[src/rtl/axil_slice_pkg.sv]
// Shared types and helpers for the AXI4-Lite pipeline slice.
package axil_slice_pkg;

    typedef logic [1:0] axil_resp_t;

    localparam axil_resp_t OKAY   = 2'b00;
    localparam axil_resp_t EXOKAY = 2'b01;
    localparam axil_resp_t SLVERR = 2'b10;
    localparam axil_resp_t DECERR = 2'b11;

    typedef struct packed {
        axil_resp_t resp;
    } axil_b_t;

    // R payload is width-generic; the top specialises the data field.
    localparam int MAX_DATA_WIDTH = 64;
    typedef struct packed {
        logic [MAX_DATA_WIDTH-1:0] data;
        axil_resp_t                resp;
    } axil_r_max_t;

    function automatic int cnt_width(input int max_outstanding);
        return $clog2(max_outstanding + 1);
    endfunction

endpackage

[src/rtl/axil_skid_stage.sv]
// One registered skid stage: main register plus a single-entry skid, ready is a pure flop output.
module axil_skid_stage #(
    parameter int WIDTH = 32
) (
    input  logic             clk,
    input  logic             rst_n,
    input  logic             s_valid,
    output logic             s_ready,
    input  logic [WIDTH-1:0] s_data,
    output logic             m_valid,
    input  logic             m_ready,
    output logic [WIDTH-1:0] m_data
);

    logic             main_valid;
    logic             skid_valid;
    logic [WIDTH-1:0] main_data;
    logic [WIDTH-1:0] skid_data;
    logic             push;
    logic             main_free;

    assign s_ready   = !skid_valid;
    assign push      = s_valid && !skid_valid;
    assign main_free = !main_valid || m_ready;

    // NOTE: sequential state uses non-blocking assignments so every flop samples pre-edge values.
    always_ff @(posedge clk or negedge rst_n) begin
        if (!rst_n) begin
            main_valid <= 1'b0;
            skid_valid <= 1'b0;
            // NOTE: payload registers are reset as well so outputs are deterministic after reset.
            main_data  <= '0;
            skid_data  <= '0;
        end else if (main_free) begin
            if (skid_valid) begin
                main_valid <= 1'b1;
                main_data  <= skid_data;
                skid_valid <= 1'b0;
            end else begin
                main_valid <= push;
                if (push) main_data <= s_data;
            end
        end else if (push) begin
            skid_valid <= 1'b1;
            skid_data  <= s_data;
        end
    end

    assign m_valid = main_valid;
    assign m_data  = main_data;

endmodule

[src/rtl/axil_pipe_slice.sv]
// AXI4-Lite register slice with per-direction outstanding limiters.
// Define AXIL_SLICE_STATS_EN to add completed-transaction counters.
module axil_pipe_slice
    import axil_slice_pkg::*;
#(
    parameter int ADDR_WIDTH      = 32,
    parameter int DATA_WIDTH      = 32,
    parameter int PIPE_LEVEL      = 3,
    parameter int MAX_OUTSTANDING = 4
) (
    input  logic                    clk,
    input  logic                    rst_n,
    input  logic [ADDR_WIDTH-1:0]   s_awaddr,
    input  logic                    s_awvalid,
    output logic                    s_awready,
    input  logic [DATA_WIDTH-1:0]   s_wdata,
    input  logic [DATA_WIDTH/8-1:0] s_wstrb,
    input  logic                    s_wvalid,
    output logic                    s_wready,
    output logic [1:0]              s_bresp,
    output logic                    s_bvalid,
    input  logic                    s_bready,
    input  logic [ADDR_WIDTH-1:0]   s_araddr,
    input  logic                    s_arvalid,
    output logic                    s_arready,
    output logic [DATA_WIDTH-1:0]   s_rdata,
    output logic [1:0]              s_rresp,
    output logic                    s_rvalid,
    input  logic                    s_rready,
    output logic [ADDR_WIDTH-1:0]   m_awaddr,
    output logic                    m_awvalid,
    input  logic                    m_awready,
    output logic [DATA_WIDTH-1:0]   m_wdata,
    output logic [DATA_WIDTH/8-1:0] m_wstrb,
    output logic                    m_wvalid,
    input  logic                    m_wready,
    input  logic [1:0]              m_bresp,
    input  logic                    m_bvalid,
    output logic                    m_bready,
    output logic [ADDR_WIDTH-1:0]   m_araddr,
    output logic                    m_arvalid,
    input  logic                    m_arready,
    input  logic [DATA_WIDTH-1:0]   m_rdata,
    input  logic [1:0]              m_rresp,
    input  logic                    m_rvalid,
    output logic                    m_rready,
    output logic [7:0]              wr_outstanding,
    output logic [7:0]              rd_outstanding
`ifdef AXIL_SLICE_STATS_EN
    ,
    output logic [31:0]             stat_wr_done,
    output logic [31:0]             stat_rd_done
`endif
);

    localparam int STRB_WIDTH = DATA_WIDTH / 8;
    localparam int CW         = cnt_width(MAX_OUTSTANDING);
    localparam logic [CW-1:0] MAX_CNT = CW'(MAX_OUTSTANDING);

    typedef struct packed {
        logic [DATA_WIDTH-1:0] data;
        logic [STRB_WIDTH-1:0] strb;
    } w_beat_t;

    typedef struct packed {
        logic [DATA_WIDTH-1:0] data;
        axil_resp_t            resp;
    } r_beat_t;

    // Node 0 is the upstream end of each chain, node PIPE_LEVEL the downstream end.
    logic                  aw_v [PIPE_LEVEL+1];
    logic                  aw_r [PIPE_LEVEL+1];
    logic [ADDR_WIDTH-1:0] aw_d [PIPE_LEVEL+1];
    logic                  w_v  [PIPE_LEVEL+1];
    logic                  w_r  [PIPE_LEVEL+1];
    w_beat_t               w_d  [PIPE_LEVEL+1];
    logic                  b_v  [PIPE_LEVEL+1];
    logic                  b_r  [PIPE_LEVEL+1];
    axil_b_t               b_d  [PIPE_LEVEL+1];
    logic                  ar_v [PIPE_LEVEL+1];
    logic                  ar_r [PIPE_LEVEL+1];
    logic [ADDR_WIDTH-1:0] ar_d [PIPE_LEVEL+1];
    logic                  r_v  [PIPE_LEVEL+1];
    logic                  r_r  [PIPE_LEVEL+1];
    r_beat_t               r_d  [PIPE_LEVEL+1];

    logic [CW-1:0] wr_cnt;
    logic [CW-1:0] rd_cnt;
    logic          aw_ok;
    logic          ar_ok;
    logic          aw_fire;
    logic          b_fire;
    logic          ar_fire;
    logic          r_fire;

    for (genvar l = 0; l < PIPE_LEVEL; l++) begin : g_stage
        axil_skid_stage #(.WIDTH(ADDR_WIDTH)) u_aw (
            .clk(clk), .rst_n(rst_n),
            .s_valid(aw_v[l]), .s_ready(aw_r[l]), .s_data(aw_d[l]),
            .m_valid(aw_v[l+1]), .m_ready(aw_r[l+1]), .m_data(aw_d[l+1]));
        axil_skid_stage #(.WIDTH($bits(w_beat_t))) u_w (
            .clk(clk), .rst_n(rst_n),
            .s_valid(w_v[l]), .s_ready(w_r[l]), .s_data(w_d[l]),
            .m_valid(w_v[l+1]), .m_ready(w_r[l+1]), .m_data(w_d[l+1]));
        axil_skid_stage #(.WIDTH($bits(axil_b_t))) u_b (
            .clk(clk), .rst_n(rst_n),
            .s_valid(b_v[l]), .s_ready(b_r[l]), .s_data(b_d[l]),
            .m_valid(b_v[l+1]), .m_ready(b_r[l+1]), .m_data(b_d[l+1]));
        axil_skid_stage #(.WIDTH(ADDR_WIDTH)) u_ar (
            .clk(clk), .rst_n(rst_n),
            .s_valid(ar_v[l]), .s_ready(ar_r[l]), .s_data(ar_d[l]),
            .m_valid(ar_v[l+1]), .m_ready(ar_r[l+1]), .m_data(ar_d[l+1]));
        axil_skid_stage #(.WIDTH($bits(r_beat_t))) u_r (
            .clk(clk), .rst_n(rst_n),
            .s_valid(r_v[l]), .s_ready(r_r[l]), .s_data(r_d[l]),
            .m_valid(r_v[l+1]), .m_ready(r_r[l+1]), .m_data(r_d[l+1]));
    end

    // Limiter gate is a compare on a counter flop, keeping the ready path register-only.
    assign aw_ok = wr_cnt < MAX_CNT;
    assign ar_ok = rd_cnt < MAX_CNT;

    assign aw_v[0]              = s_awvalid && aw_ok;
    assign aw_d[0]              = s_awaddr;
    assign s_awready            = aw_r[0] && aw_ok;
    assign m_awvalid            = aw_v[PIPE_LEVEL];
    assign m_awaddr             = aw_d[PIPE_LEVEL];
    assign aw_r[PIPE_LEVEL]     = m_awready;

    assign w_v[0]               = s_wvalid;
    assign w_d[0]               = '{data: s_wdata, strb: s_wstrb};
    assign s_wready             = w_r[0];
    assign m_wvalid             = w_v[PIPE_LEVEL];
    assign m_wdata              = w_d[PIPE_LEVEL].data;
    assign m_wstrb              = w_d[PIPE_LEVEL].strb;
    assign w_r[PIPE_LEVEL]      = m_wready;

    assign b_v[0]               = m_bvalid;
    assign b_d[0]               = '{resp: m_bresp};
    assign m_bready             = b_r[0];
    assign s_bvalid             = b_v[PIPE_LEVEL];
    assign s_bresp              = b_d[PIPE_LEVEL].resp;
    assign b_r[PIPE_LEVEL]      = s_bready;

    assign ar_v[0]              = s_arvalid && ar_ok;
    assign ar_d[0]              = s_araddr;
    assign s_arready            = ar_r[0] && ar_ok;
    assign m_arvalid            = ar_v[PIPE_LEVEL];
    assign m_araddr             = ar_d[PIPE_LEVEL];
    assign ar_r[PIPE_LEVEL]     = m_arready;

    assign r_v[0]               = m_rvalid;
    assign r_d[0]               = '{data: m_rdata, resp: m_rresp};
    assign m_rready             = r_r[0];
    assign s_rvalid             = r_v[PIPE_LEVEL];
    assign s_rdata              = r_d[PIPE_LEVEL].data;
    assign s_rresp              = r_d[PIPE_LEVEL].resp;
    assign r_r[PIPE_LEVEL]      = s_rready;

    assign aw_fire = s_awvalid && s_awready;
    assign b_fire  = s_bvalid && s_bready;
    assign ar_fire = s_arvalid && s_arready;
    assign r_fire  = s_rvalid && s_rready;

    // Request and response in the same cycle cancel; a stray response never wraps below zero.
    function automatic logic [CW-1:0] cnt_next(input logic [CW-1:0] cnt, input logic inc,
                                               input logic dec);
        if (inc && !dec) return cnt + CW'(1);
        if (dec && !inc && cnt != '0) return cnt - CW'(1);
        return cnt;
    endfunction

    always_ff @(posedge clk or negedge rst_n) begin
        if (!rst_n) begin
            wr_cnt <= '0;
            rd_cnt <= '0;
        end else begin
            wr_cnt <= cnt_next(wr_cnt, aw_fire, b_fire);
            rd_cnt <= cnt_next(rd_cnt, ar_fire, r_fire);
        end
    end

    assign wr_outstanding = 8'(wr_cnt);
    assign rd_outstanding = 8'(rd_cnt);

    a_no_b_underflow: assert property (@(posedge clk) disable iff (!rst_n) b_fire |-> wr_cnt != '0);
    a_no_r_underflow: assert property (@(posedge clk) disable iff (!rst_n) r_fire |-> rd_cnt != '0);

`ifdef AXIL_SLICE_STATS_EN
    always_ff @(posedge clk or negedge rst_n) begin
        if (!rst_n) begin
            stat_wr_done <= '0;
            stat_rd_done <= '0;
        end else begin
            if (b_fire) stat_wr_done <= stat_wr_done + 32'd1;
            if (r_fire) stat_rd_done <= stat_rd_done + 32'd1;
        end
    end
`endif

endmodule

[config.mk]
export PLATFORM = sky130hd
export DESIGN_NAME = axil_pipe_slice
export DESIGN_NICKNAME = d
export VERILOG_FILES = /design/src/rtl/axil_slice_pkg.sv /design/src/rtl/axil_skid_stage.sv /design/src/rtl/axil_pipe_slice.sv
export SDC_FILE = /design/constraint.sdc
export NUM_CORES = 1
export LEC_CHECK = 0
export BUFFER_PORTS_ARGS = -buffer_cell sky130_fd_sc_hd__buf_2
export CAP_MARGIN = 10
export CORE_MARGIN = 3
export CORE_UTILIZATION = 30
export CTS_BUF_LIST = sky130_fd_sc_hd__clkbuf_4
export CTS_CLUSTER_DIAMETER = 80
export DETAILED_ROUTE_END_ITERATION = 7
export SYNTH_ARGS = -nofsm -noshare
export SYNTH_HDL_FRONTEND = slang
export SYNTH_SLANG_ARGS = --single-unit
[constraint.sdc]
create_clock -name clk -period 4.3 [get_ports clk]
set_input_delay 0.43 -clock clk [delete_from_list [all_inputs] [get_ports clk]]
set_output_delay 0.43 -clock clk [all_outputs]
set_load 0.05 [all_outputs]
==> results.sh <==
export IMPL_routedWlPerCell_um=16.5
export IMPL_p_leak_uw=0.0206
export IMPL_numPortBuffers=299
export IMPL_max_cap_viol_count=0
export IMPL_ys_seq_area_share_pct=57.9
export IMPL_worstRegToRegCells=4
export IMPL_syn_cell_area_mm2=0.0368
export IMPL_slew_headroom_pct=25.3
export IMPL_cts_resized=0
export IMPL_grt_overflow_total=0
export IMPL_worstMarginPinSlew_ns=1.12
export IMPL_dieWidth_um=356
export IMPL_hold_class="in2reg"
export IMPL_cp_slowest_cell="dfrtp_2"
export IMPL_end_kind="register"
export IMPL_core_mm2=0.121
export IMPL_arrival_ns=4.38
export IMPL_avgSynthCellArea_um2=13.9
export IMPL_total_power_uw=31200
export IMPL_nets=3495
export IMPL_gp_congestion=0.731
export IMPL_holdBufCountCts=334
export IMPL_path_cells="nand2_1 > nor2_8 > mux2_2 > dlygate4sd3_1"
export IMPL_status="finished, final reports clean"
export IMPL_path_clk_slew_ns=0.07
export IMPL_cts_sinks=852
export IMPL_fp_row_count=127
export IMPL_placed_area_mm2=0.0396
export IMPL_critPathMaxStageDelay_ns=1.08
export IMPL_reg2reg_slack_ns=0.93
export IMPL_min_delay_path_depth=3
export IMPL_grt_met1_usage_pct=17.2
export IMPL_whs_ns=0.199
export IMPL_grt_util_met3_pct=4.06
export IMPL_grtUsageMet2_pct=21.4
export IMPL_clockBufferDepth=3
export IMPL_path_class="reg2reg"
export IMPL_antenna_left=0
export IMPL_skew_ns=0.0919
export IMPL_fmax_mhz=297
export IMPL_powerDensity_mw_per_mm2=680
export IMPL_insertion_delay_ns=1.18
export IMPL_grt_busiest_layer="met2"
export IMPL_synth_area_leaders="dfrtp_1, mux2_2, mux2i_1, o21ai_0, mux2_4"
export IMPL_async_reset_ff_share_pct=100
export IMPL_final_util_pct=38.0
export IMPL_layout_commonest_cell="dfrtp_1"
export IMPL_firstDrtPassIters=4
export IMPL_rsz0062_at_grt="false"
export IMPL_min_from="s_wdata[28]"
export IMPL_hold_viol=0
export IMPL_antenna_found_initial=22
export IMPL_drt_iter0_markers=1085
export IMPL_finalCriticalPeriod_ns=3.37
export IMPL_cts_htree_levels=4
export IMPL_grt_pass1_vias=24500
export IMPL_critPathLaunchType="register"
export IMPL_fin_crit_sh_pct=78.3
export IMPL_ios=310
export IMPL_peakVddDrop_v=0.000543
export IMPL_avgViaCountPerCell=4.44
export IMPL_crit_fanout=36
export IMPL_die_area_mm2=0.127
export IMPL_grt_pass1_wl_um=137000
export IMPL_tns_ns=0
export IMPL_setup_viol=0
export IMPL_drc_errors=0
export IMPL_worstReg2RegEnd="g_stage[0].u_aw.skid_data[0]$_DFFE_PN0P_"
export IMPL_hold_end="g_stage[0].u_w.skid_data[32]$_DFFE_PN0P_"
export IMPL_finalInstanceArea_mm2=0.0460
export IMPL_crit_required_ns=5.31
export IMPL_synth_top_cell_by_area="dfrtp_1"
export IMPL_cts_root_buf="clkbuf_4"
export IMPL_initial_core_util_pct=30.5
export IMPL_yosys_warnings=0
export IMPL_synth_cell_type_count=46
export IMPL_dp_hpwl_um=52400
export IMPL_syn_inst=2659
export IMPL_areaGrowthSynthToFinish_pct=24.7
export IMPL_vias=22800
export IMPL_cts_buffers=226
export IMPL_drive_gt1_share_pct=44.0
export IMPL_synth_edf_count=0
export IMPL_wirelength_um=84900
export IMPL_ys_ff_latch=852
export IMPL_rr_startpoint="g_stage[1].u_aw.skid_valid$_DFFE_PN0P_"
export IMPL_die_y_um=356
export IMPL_ys_flop_type="dfrtp_1"
export IMPL_track_usage_pct=13.6
export IMPL_grt_max_degree=124
export IMPL_tritoncts="done"
export IMPL_maxSlewViolCount=0
export IMPL_yosysTopAreaCellShare_pct=57.9
export IMPL_post_cts_setup_buffer_count=0
export IMPL_final_cell_mix="dfrtp_1, mux2_2, clkbuf_4"
## state kept, by name, summed over array words and instances (netlist names), 6 cells and up
name,flops
g_stage.u_r.m_data,102
g_stage.u_w.m_data,108
g_stage.u_ar.skid_data,96
g_stage.u_ar.m_data,96
g_stage.u_w.skid_data,108
g_stage.u_aw.m_data,96
g_stage.u_b.skid_data,6
g_stage.u_b.m_data,6
g_stage.u_aw.skid_data,96
g_stage.u_r.skid_data,102
## Yosys cell counts, types with 2 or more instances
master,count
ha_1,6
nand4_2,2
nand4b_2,2
nor3b_2,3
buf_6,7
nand3_1,3
nand2_1,231
a22o_1,2
nor2_1,33
and3b_1,4
mux2_4,60
nor3b_1,3
nor2b_1,8
mux2_2,745
clkbuf_1,46
xnor2_1,2
buf_2,89
buf_12,3
nand2b_1,4
o21a_1,5
nand4b_1,3
a31oi_1,9
o21ai_0,212
buf_1,3
mux2i_1,207
a21oi_1,2
inv_1,9
dfrtp_1,852
a32oi_1,2
buf_4,80
o2bb2ai_1,7
## stage by stage
stage | cells | setup slack [ns]
after floorplan | 2668 | 2.40
after global placement | 4391 | 1.49
after detailed placement | 4391 | 1.46
after CTS | 5120 | 0.873
after global routing | 5131 | 0.706
final | 5140 | 0.932
## per-layer routing
metal	vias up	share of wire (%)
met5	-	0.11
met3	207	5.4
met1	11300	44
li1	10800	-
met2	472	46
met4	12	3.7
## kinds of logic after synthesis
logic type	synth area share, %
AOI/OAI and AO/OA	3.54
xor gates and xnor gates	0.0476
adders and majority gates	0.204
buffers and inverters	3.81
DFF	57.9
muxes	30.8
other	0.0102
and+or+nand+nor	3.69
## power breakdown
group	switching, uW	internal, uW
clock	3490	3750
sequential	2170	11500
combinational	5390	4950
## final cells by class
cell class	instances	area, um^2
clock buffer	351	2640
clock inverter	44	302
tap	1612	2020
multi-input combinational	1579	14300
sequential	852	21300
antenna	20	50.0
timing repair buffer	673	5270
inverter	9	33.8
fill	11500	75000
## worst max-delay path by stage
stage,start,end,slack [ns],depth (start not counted)
4_1_cts,g_stage[1].u_aw.skid_valid$_DFFE_PN0P_,g_stage[0].u_aw.skid_data[0]$_DFFE_PN0P_,0.87,4
3_3_place_gp,g_stage[1].u_aw.skid_valid$_DFFE_PN0P_,g_stage[0].u_aw.skid_data[1]$_DFFE_PN0P_,1.49,3
3_5_place_dp,g_stage[1].u_aw.skid_valid$_DFFE_PN0P_,g_stage[0].u_aw.m_data[15]$_DFFE_PN0P_,1.46,4
6_report,g_stage[1].u_aw.skid_valid$_DFFE_PN0P_,g_stage[0].u_aw.skid_data[0]$_DFFE_PN0P_,0.93,4
5_1_grt,g_stage[1].u_aw.skid_valid$_DFFE_PN0P_,g_stage[0].u_aw.skid_data[0]$_DFFE_PN0P_,0.71,4
2_1_floorplan,g_stage[2].u_r.m_valid$_DFFE_PN0N_,g_stage[2].u_r.skid_data[10]$_DFFE_PN0P_,2.40,4
## worst max-delay path: cells and delay by family, from the launching register on
family,cells,cell delay (ns)
DFF,1,1.08
buffers and inverters,1,0.56
muxes,1,0.41
and+or+nand+nor,2,1.14
No activity file was read; power rests on OpenSTA's default activity.
